File: src/rtl/bcd_entry_sequencer.sv
// Keypad front end for the 2-digit BCD calculator: assembles operands, drives the ALU,
// captures its result after LATCH_DELAY cycles. Optional macro: ENTRY_DIGIT_LIMIT_EN.
module bcd_entry_sequencer #(
   parameter int WIDTH       = 8,
   parameter int LATCH_DELAY = 1
) (
   input  logic             clk,
   input  logic             nrst,
   input  logic             key_strobe,
   input  logic [3:0]       key_code,
   input  logic [WIDTH-1:0] alu_result,
   input  logic             alu_c_out,
   output logic [WIDTH-1:0] op1,
   output logic [WIDTH-1:0] op2,
   output logic [1:0]       opcode,
   output logic [WIDTH-1:0] disp_value,
   output logic             disp_carry,
   output logic             result_valid,
   output logic             busy
);

   localparam int D     = WIDTH / 4;
   localparam int CNT_W = $clog2(LATCH_DELAY + 1);

   localparam logic [1:0] ST_OP1  = 2'd0;
   localparam logic [1:0] ST_OP2  = 2'd1;
   localparam logic [1:0] ST_WAIT = 2'd2;
   localparam logic [1:0] ST_SHOW = 2'd3;

   logic [1:0]       state;
   logic [WIDTH-1:0] res_reg;
   logic             carry_reg;
   logic [CNT_W-1:0] cnt;

   logic key_dig, key_op, key_eq, key_clr;
   logic [1:0] op_sel;
   logic op1_room, op2_room;
   logic op1_shift, op2_shift;

   function automatic logic [WIDTH-1:0] shift_digit(input logic [WIDTH-1:0] opnd,
                                                   input logic [3:0] dig);
      return (opnd << 4) | WIDTH'(dig);
   endfunction

   assign key_dig = key_strobe && (key_code <= 4'd9);
   assign key_op  = key_strobe && ((key_code == 4'hA) || (key_code == 4'hB));
   assign key_eq  = key_strobe && (key_code == 4'hC);
   assign key_clr = key_strobe && (key_code == 4'hD);
   assign op_sel  = (key_code == 4'hA) ? 2'b01 : 2'b10;

   assign op1_shift = key_dig && (state == ST_OP1) && op1_room;
   assign op2_shift = key_dig && (state == ST_OP2) && op2_room;

`ifdef ENTRY_DIGIT_LIMIT_EN
   localparam int DC_W = $clog2(D + 1);

   logic [DC_W-1:0] dcnt1, dcnt2;

   function automatic logic [DC_W-1:0] sat_inc(input logic [DC_W-1:0] c);
      return (c >= DC_W'(D)) ? c : c + 1'b1;
   endfunction

   assign op1_room = (dcnt1 < DC_W'(D));
   assign op2_room = (dcnt2 < DC_W'(D));

   // A digit typed in SHOW reloads op1 with that single digit, so it already counts as one.
   always_ff @(posedge clk or negedge nrst) begin
      if (!nrst) begin
         dcnt1 <= '0;
         dcnt2 <= '0;
      end else if (key_clr) begin
         dcnt1 <= '0;
         dcnt2 <= '0;
      end else begin
         if (op1_shift)
            dcnt1 <= sat_inc(dcnt1);
         else if ((state == ST_SHOW) && key_dig)
            dcnt1 <= DC_W'(1);
         else if ((state == ST_SHOW) && key_op)
            dcnt1 <= '0;

         if (op2_shift)
            dcnt2 <= sat_inc(dcnt2);
         else if (((state == ST_OP1) || (state == ST_SHOW)) && key_op)
            dcnt2 <= '0;
         else if ((state == ST_SHOW) && key_dig)
            dcnt2 <= '0;
      end
   end
`else
   assign op1_room = 1'b1;
   assign op2_room = 1'b1;
`endif

   always_ff @(posedge clk or negedge nrst) begin
      if (!nrst) begin
         state        <= ST_OP1;
         op1          <= '0;
         op2          <= '0;
         opcode       <= 2'b00;
         res_reg      <= '0;
         carry_reg    <= 1'b0;
         cnt          <= '0;
         result_valid <= 1'b0;
      end else begin
         result_valid <= 1'b0;
         if (key_clr) begin
            state     <= ST_OP1;
            op1       <= '0;
            op2       <= '0;
            opcode    <= 2'b00;
            res_reg   <= '0;
            carry_reg <= 1'b0;
            cnt       <= '0;
         end else begin
            case (state)
               ST_OP1: begin
                  if (op1_shift) begin
                     op1 <= shift_digit(op1, key_code);
                  end else if (key_op) begin
                     opcode <= op_sel;
                     op2    <= '0;
                     state  <= ST_OP2;
                  end
               end
               ST_OP2: begin
                  if (op2_shift) begin
                     op2 <= shift_digit(op2, key_code);
                  end else if (key_op) begin
                     opcode <= op_sel;
                  end else if (key_eq) begin
                     cnt   <= CNT_W'(LATCH_DELAY);
                     state <= ST_WAIT;
                  end
               end
               // Capture lands exactly LATCH_DELAY edges after the "=" edge.
               ST_WAIT: begin
                  if (cnt == CNT_W'(1)) begin
                     cnt          <= '0;
                     res_reg      <= alu_result;
                     carry_reg    <= alu_c_out;
                     result_valid <= 1'b1;
                     state        <= ST_SHOW;
                  end else begin
                     cnt <= cnt - 1'b1;
                  end
               end
               ST_SHOW: begin
                  if (key_dig) begin
                     op1    <= WIDTH'(key_code);
                     op2    <= '0;
                     opcode <= 2'b00;
                     state  <= ST_OP1;
                  end else if (key_op) begin
                     op1    <= res_reg;
                     op2    <= '0;
                     opcode <= op_sel;
                     state  <= ST_OP2;
                  end
               end
               default: state <= ST_OP1;
            endcase
         end
      end
   end

   always_comb begin
      disp_value = op1;
      disp_carry = 1'b0;
      case (state)
         ST_OP2, ST_WAIT: disp_value = op2;
         ST_SHOW: begin
            disp_value = res_reg;
            disp_carry = carry_reg;
         end
         default: ;
      endcase
   end

   assign busy = (state == ST_WAIT);

endmodule

File: config.mk
export PLATFORM = sky130hd
export DESIGN_NAME = bcd_entry_sequencer
export DESIGN_NICKNAME = d
export VERILOG_FILES = /design/src/rtl/bcd_entry_sequencer.sv
export SDC_FILE = /design/constraint.sdc
export NUM_CORES = 1
export LEC_CHECK = 0
export BUFFER_PORTS_ARGS = -buffer_cell sky130_fd_sc_hd__buf_2
export CELL_PAD_IN_SITES_DETAIL_PLACEMENT = 0
export CELL_PAD_IN_SITES_GLOBAL_PLACEMENT = 1
export CORE_ASPECT_RATIO = 2
export CORE_MARGIN = 5
export CORE_UTILIZATION = 40
export CTS_CLUSTER_SIZE = 10
export DETAILED_ROUTE_END_ITERATION = 10
export PLACE_DENSITY_LB_ADDON = 0.2
export RECOVER_POWER = 25
export SYNTH_ARGS = -nofsm -noshare
export SYNTH_HDL_FRONTEND = slang
export SYNTH_SLANG_ARGS = --single-unit
File: constraint.sdc
create_clock -name clk -period 4.8 [get_ports clk]
set_clock_uncertainty 0.2 [all_clocks]
set_input_delay 0.48 -clock clk [delete_from_list [all_inputs] [get_ports clk]]
set_output_delay 0.48 -clock clk [all_outputs]
set_load 0.005 [all_outputs]
## Word level (Yosys, flattened, before mapping)

Cells that the tools add are included.

- Logic and storage cells: 91
- Bits in registers: 31
- Output and inout port bits: 29

- Bitwise gates (word level): 2
- Order comparisons: 1
- Multiplexer cells: 44
- Eq/ne operators: 15
- Add/subtract/negate cells: 1
- Reductions and logical operators: 20

Operators by type and width:

| cell | count |
|---|---|
| 8-bit 2-to-1 mux | 12 |
| 8-bit case mux with 2 select lines | 2 |
| 2-bit 2-to-1 mux | 14 |
| 8-bit case mux with 3 select lines | 1 |
| 3-bit != test (second input constant) | 6 |
| 4-bit == test (second input constant) | 4 |
| 8-bit by 4-bit bitwise OR with 8-bit output | 2 |
| 1-bit 2-to-1 mux | 12 |
| 3-bit AND reduction | 3 |
| 2-bit case mux with 4 select lines | 1 |
| 1-bit logical AND | 6 |
| 2-bit case mux with 3 select lines | 1 |
| 3-bit nonzero test | 2 |
| 5-bit AND reduction | 1 |
| 2-bit == test (second input constant) | 2 |
| 4-bit <= comparator (second input constant) | 1 |
| 4-bit != test (second input constant) | 1 |
| 4-bit AND reduction | 1 |
| 2-bit nonzero test | 2 |
| 4-bit nonzero test | 1 |
| 3-bit by 1-bit != test with 1-bit output (second input constant) | 1 |
| 2-bit by 1-bit == test with 1-bit output (second input constant) | 1 |
| 2-bit logical NOT | 1 |
| 1-bit case mux with 2 select lines | 1 |
| 4 further kinds | 4 |

## Depth between registers and ports, before layout

- Depth in word-level cells: 7
- Mapped depth: 8

## Least setup slack after synthesis

OpenSTA, ideal clock, no wires.

- Kind: register to output
- Start point: register state[0]
- End point: output disp_value[7]
- Data required time: 4120 ps
- Arrival: 1466 ps
- Stages on the path, launching flop included: 8
- Setup slack: 2654 ps
- Cells stage by stage: dfrtp_1 inv_1 ha_1 buf_2 clkbuf_1 clkbuf_1 nand2_1 o21ai_0

- Longest elaborated chain between the ends: 3

RTL lines:

| what | RTL line | text |
|---|---|---|
| start: declaration | 30 | `logic [1:0] state;` |
| start signal: assignment | 97 | `state <= ST_OP1;` |
| start signal: assignment | 108 | `state <= ST_OP1;` |
| start signal: assignment | 123 | `state <= ST_OP2;` |
| 2-bit == test or 2-bit by 1-bit == test with 1-bit output (tied branches) | 170 | `case (state)` |
| 2-bit OR reduction | 170 |  |
| 8-bit case mux with 2 select lines (*) | 170 |  |
| end: declaration | 16 | `output logic [WIDTH-1:0] disp_value,` |

Mark *: on every way between the ends. The rest lies on a longest branch, timed or not.

## Worst setup path after layout

- Start point: register state[1]
- End point: register op1[2]

- Longest elaborated chain between the ends: 4

RTL lines:

| what | RTL line | text |
|---|---|---|
| 2-bit logical NOT | 51, 116 |  |
| 1-bit logical AND | 51 | `assign op1_shift = key_dig && (state == ST_OP1) && op1_room;` |
| 3-bit != test (no source line) | -- |  |
| 3-bit AND reduction (no source line) | -- |  |
| end signal: assignment | 119 | `op1 <= shift_digit(op1, key_code);` |
| end signal: assignment | 150 | `op1 <= WIDTH'(key_code);` |
| end signal: assignment | 155 | `op1 <= res_reg;` |
| end: declaration | 13 | `output logic [WIDTH-1:0] op1,` |

Parallel ways exist; a longest one is shown, timed or not.
A chain may end at the register's enable or synchronous reset.

==> flow_summary.yaml <==
power:
  cellPowerDensity_nw_per_um2: 629
  max-vdd-ir-drop_mv: 0.465
  power.static_leakage_nw: 0.948
clock_network:
  cts_hold_buffers: 0
  insertion_delay_ns: 0.27
  cts_tree: "done"
  cts.sinks: 31
  cts.repair.resized: 0
  number_of_h_tree_branching_levels: 2
  cts.repair_timing.setup_buffer_count: 0
  cts.clk_slew.worst_paths_ns: 0.06
  cts_made_buffers: 5
  max_root_sink_buffers: 2
  clk_root_buf: "clkbuf_8"
floorplanning:
  die_h_um: 103
  floorplan.core_area_um2: 4130
  rows: 33
  start_util_pct: 41.6
  dieArea_um2: 5780
  num_io_pins: 45
  fp.dieW_um: 56.3
setup_path:
  endpoint_kind: "register"
  slowest_stage: "a21boi_0"
  worstSetupStartpointType: "register"
  worstSetupPathType: "register to register"
  worst_ep_arrival_time_ns: 2.68
  cp_data_required_time_ns: 4.72
  r2r.worst_path.cells: 5
  worst_path_cell_chain: "ha_1, a21boi_0, buf_4, mux2i_1, a21oi_1"
  slowest_delay_ns: 0.79
  worst-path-max-fanout: 19
logic_synthesis:
  synth.ff_latch_count: 31
  synth.net_count: 206
  share_of_yosys_cell_area_claimed_by_the_top_area_cell_type_pct: 45.2
  ys_seq_area_share_pct: 45.2
  yosys.area_share.simple_pct: 17.6
  postSynthAreaPerCell_um2: 9.23
  proportion_of_register_bits_with_asynchronous_set_or_reset_after_synthesis_pct: 100
  post-synth-top-area-cell: "dfrtp_1"
  synth.cell_area_um2: 1720
  gate_count_of_the_mapped_netlist: 186
  synth_top_family_by_area: "compound AO/OA/AOI/OAI gates"
  netlist_top_cells_area: "dfrtp_1, a21oi_1, nand2_1"
  synth_compound_area_share_pct: 26.9
  synth_area_in_adders_pct: 2.92
  synthMuxAreaShare_pct: 2.33
  yosys_warnings: 0
  synth_ff_type: "dfrtp_1"
  synth-xor-area-share_pct: 0
  synth.distinct_cells: 43
  synth_enable_flop_cells: 0
drt:
  via_per_inst: 5.76
  vias: 1584
  dr.first_iter.drc_count: 74
  wl_per_cell_um: 17.7
  total_routed_length_um: 4870
  antenna_left: 0
  first_pass_iters: 4
  drc: 0
worst_hold_path:
  min_path_cells: 3
  hold_path.class: "primary input to register"
sta:
  timing_hold_violations_final: 0
  setup_total_negative_slack_ns: 0
  max_freq_mhz: 362
  rsz0062_at_grt: "false"
  slew_headroom_pct: -12.8
  timing.final.crit_share_pct: 57.6
  final.hold.worst_slack_ns: 0.236
  timing.final.setup_violations: 0
  maxSlewViolCount: 32
  final.min_clock_period_ns: 2.76
  worstMarginPinSlew_ns: 1.69
global_routing:
  antenna_found_initial: 0
  number_of_global_route_vias_before_repair: 1541
  overflow: 0
  wire_length_of_the_first_global_routing_pass_um: 7890
  grt_max_degree: 32
  gr-usage-all-layers_pct: 17.8
run_status:
  violations_in_the_final_reports: "capacitance limit, slew limit"
  status: "complete, but fails checks"
layout:
  post_route_cells_drive_above_1_share_pct: 26.5
  postLayoutCoreUtil_pct: 49.0
  final_nets: 243
  flow.area_growth_from_synthesis_pct: 17.9
  nFillCells: 425
  diodes: 0
place:
  dp_hpwl_um: 3630
  number_of_port_buffers: 44
  gpl.final_weighted_congestion: 0.799
flow_run:
  cap_violations: 1
==> power by group <==
part	total, W	switching (W)	internal [W]
logic	0.000583	0.000321	0.000263
clock network	0.000203	0.0000906	0.000112
registers	0.000486	0.000109	0.000377
==> cell usage after synthesis, types with 2 or more instances <==
master and number:
buf_2 4, a32o_1 2, nor2b_1 4, nand2_1 29
inv_1 4, nand2b_1 2, ha_1 4, mux2i_1 4
dfrtp_1 31, a21oi_1 22, o21ai_0 21, a22oi_1 8
and2_1 2, clkbuf_1 8, nor3_1 3, nor2_1 4
a22o_1 8
==> placed cells by master (no fill, tap or decap), types with 3 or more instances in the layout <==
cell type  synthesis  final
buf_2              4     43
a21oi_1           22     22
nand2_1           29     29
a22o_1             8      8
o21ai_0           21     21
dfrtp_1           31     31
clkbuf_8           0      6
nor3_1             3      3
inv_1              4      4
ha_1               4      4
a22oi_1            8      8
nor2_1             4      4
mux2i_1            4      4
nor2b_1            4      4
==> layer usage <==
| layer | up-vias | GRT usage (%) | part of all wire [%] |
|---|---|---|---|
| li1 | 747 | - | - |
| met1 | 754 | 19.7 | 35 |
| met2 | 73 | 31.9 | 56 |
| met3 | 10 | 3.76 | 6.3 |
| met4 | 0 | 8.59 | 2.7 |
| met5 | - | 0 | 0 |
==> kinds of logic (layout without fill, tap and decap cells) <==
| family | count (synthesis) | after routing |
|---|---|---|
| and+or+nand+nor | 56 | 56 |
| AOI/OAI and AO/OA | 72 | 72 |
| buffers and inverters | 19 | 56 |
| muxes | 4 | 4 |
| adders and majority gates | 4 | 4 |
| DFF | 31 | 31 |
==> worst paths after layout <==
path                               start          to  slack, ns
max                             state[1]      op1[2]       2.04
min reg2reg                    opcode[0]   opcode[0]       0.31
max in group asynchronous           nrst  res_reg[7]       2.98
min in group asynchronous           nrst      op1[3]       0.43
max reg2reg                     state[1]      op1[2]       2.04
min                        alu_result[6]  res_reg[6]       0.24
==> critical path: cells and delay by family (launching register included) <==
| kind | cells | cell delay (ns) |
|---|---|---|
| flops | 1 | 0.42 |
| buf+inv | 1 | 0.29 |
| compound gates | 2 | 0.89 |
| fa+ha+maj | 1 | 0.60 |
| mux | 1 | 0.22 |
==> stage by stage <==
stage | instances | area [um2] | power [W] | setup slack, ns
2_1_floorplan | 186 | 1720 | 0.000842 | 2.65
3_3_place_gp | 268 | 1940 | 0.00106 | 2.24
3_5_place_dp | 268 | 1940 | 0.00108 | 2.06
4_1_cts | 275 | 2020 | 0.00129 | 2.03
5_1_grt | 275 | 2020 | 0.00138 | 1.86
6_report | 275 | 2020 | 0.00127 | 2.04
==> final cells by class <==
cell class,instances,area (um2),area share (%)
clock buffers,6,82.6,4.08
clock inverters,1,5.00,0.247
inverters,4,15.0,0.742
multi-input cells,136,853,42.2
flip-flops and latches,31,776,38.3
well taps,52,65.1,3.22
repair buffers,45,226,11.2
Note: power is estimated with default switching activity, not from simulation.
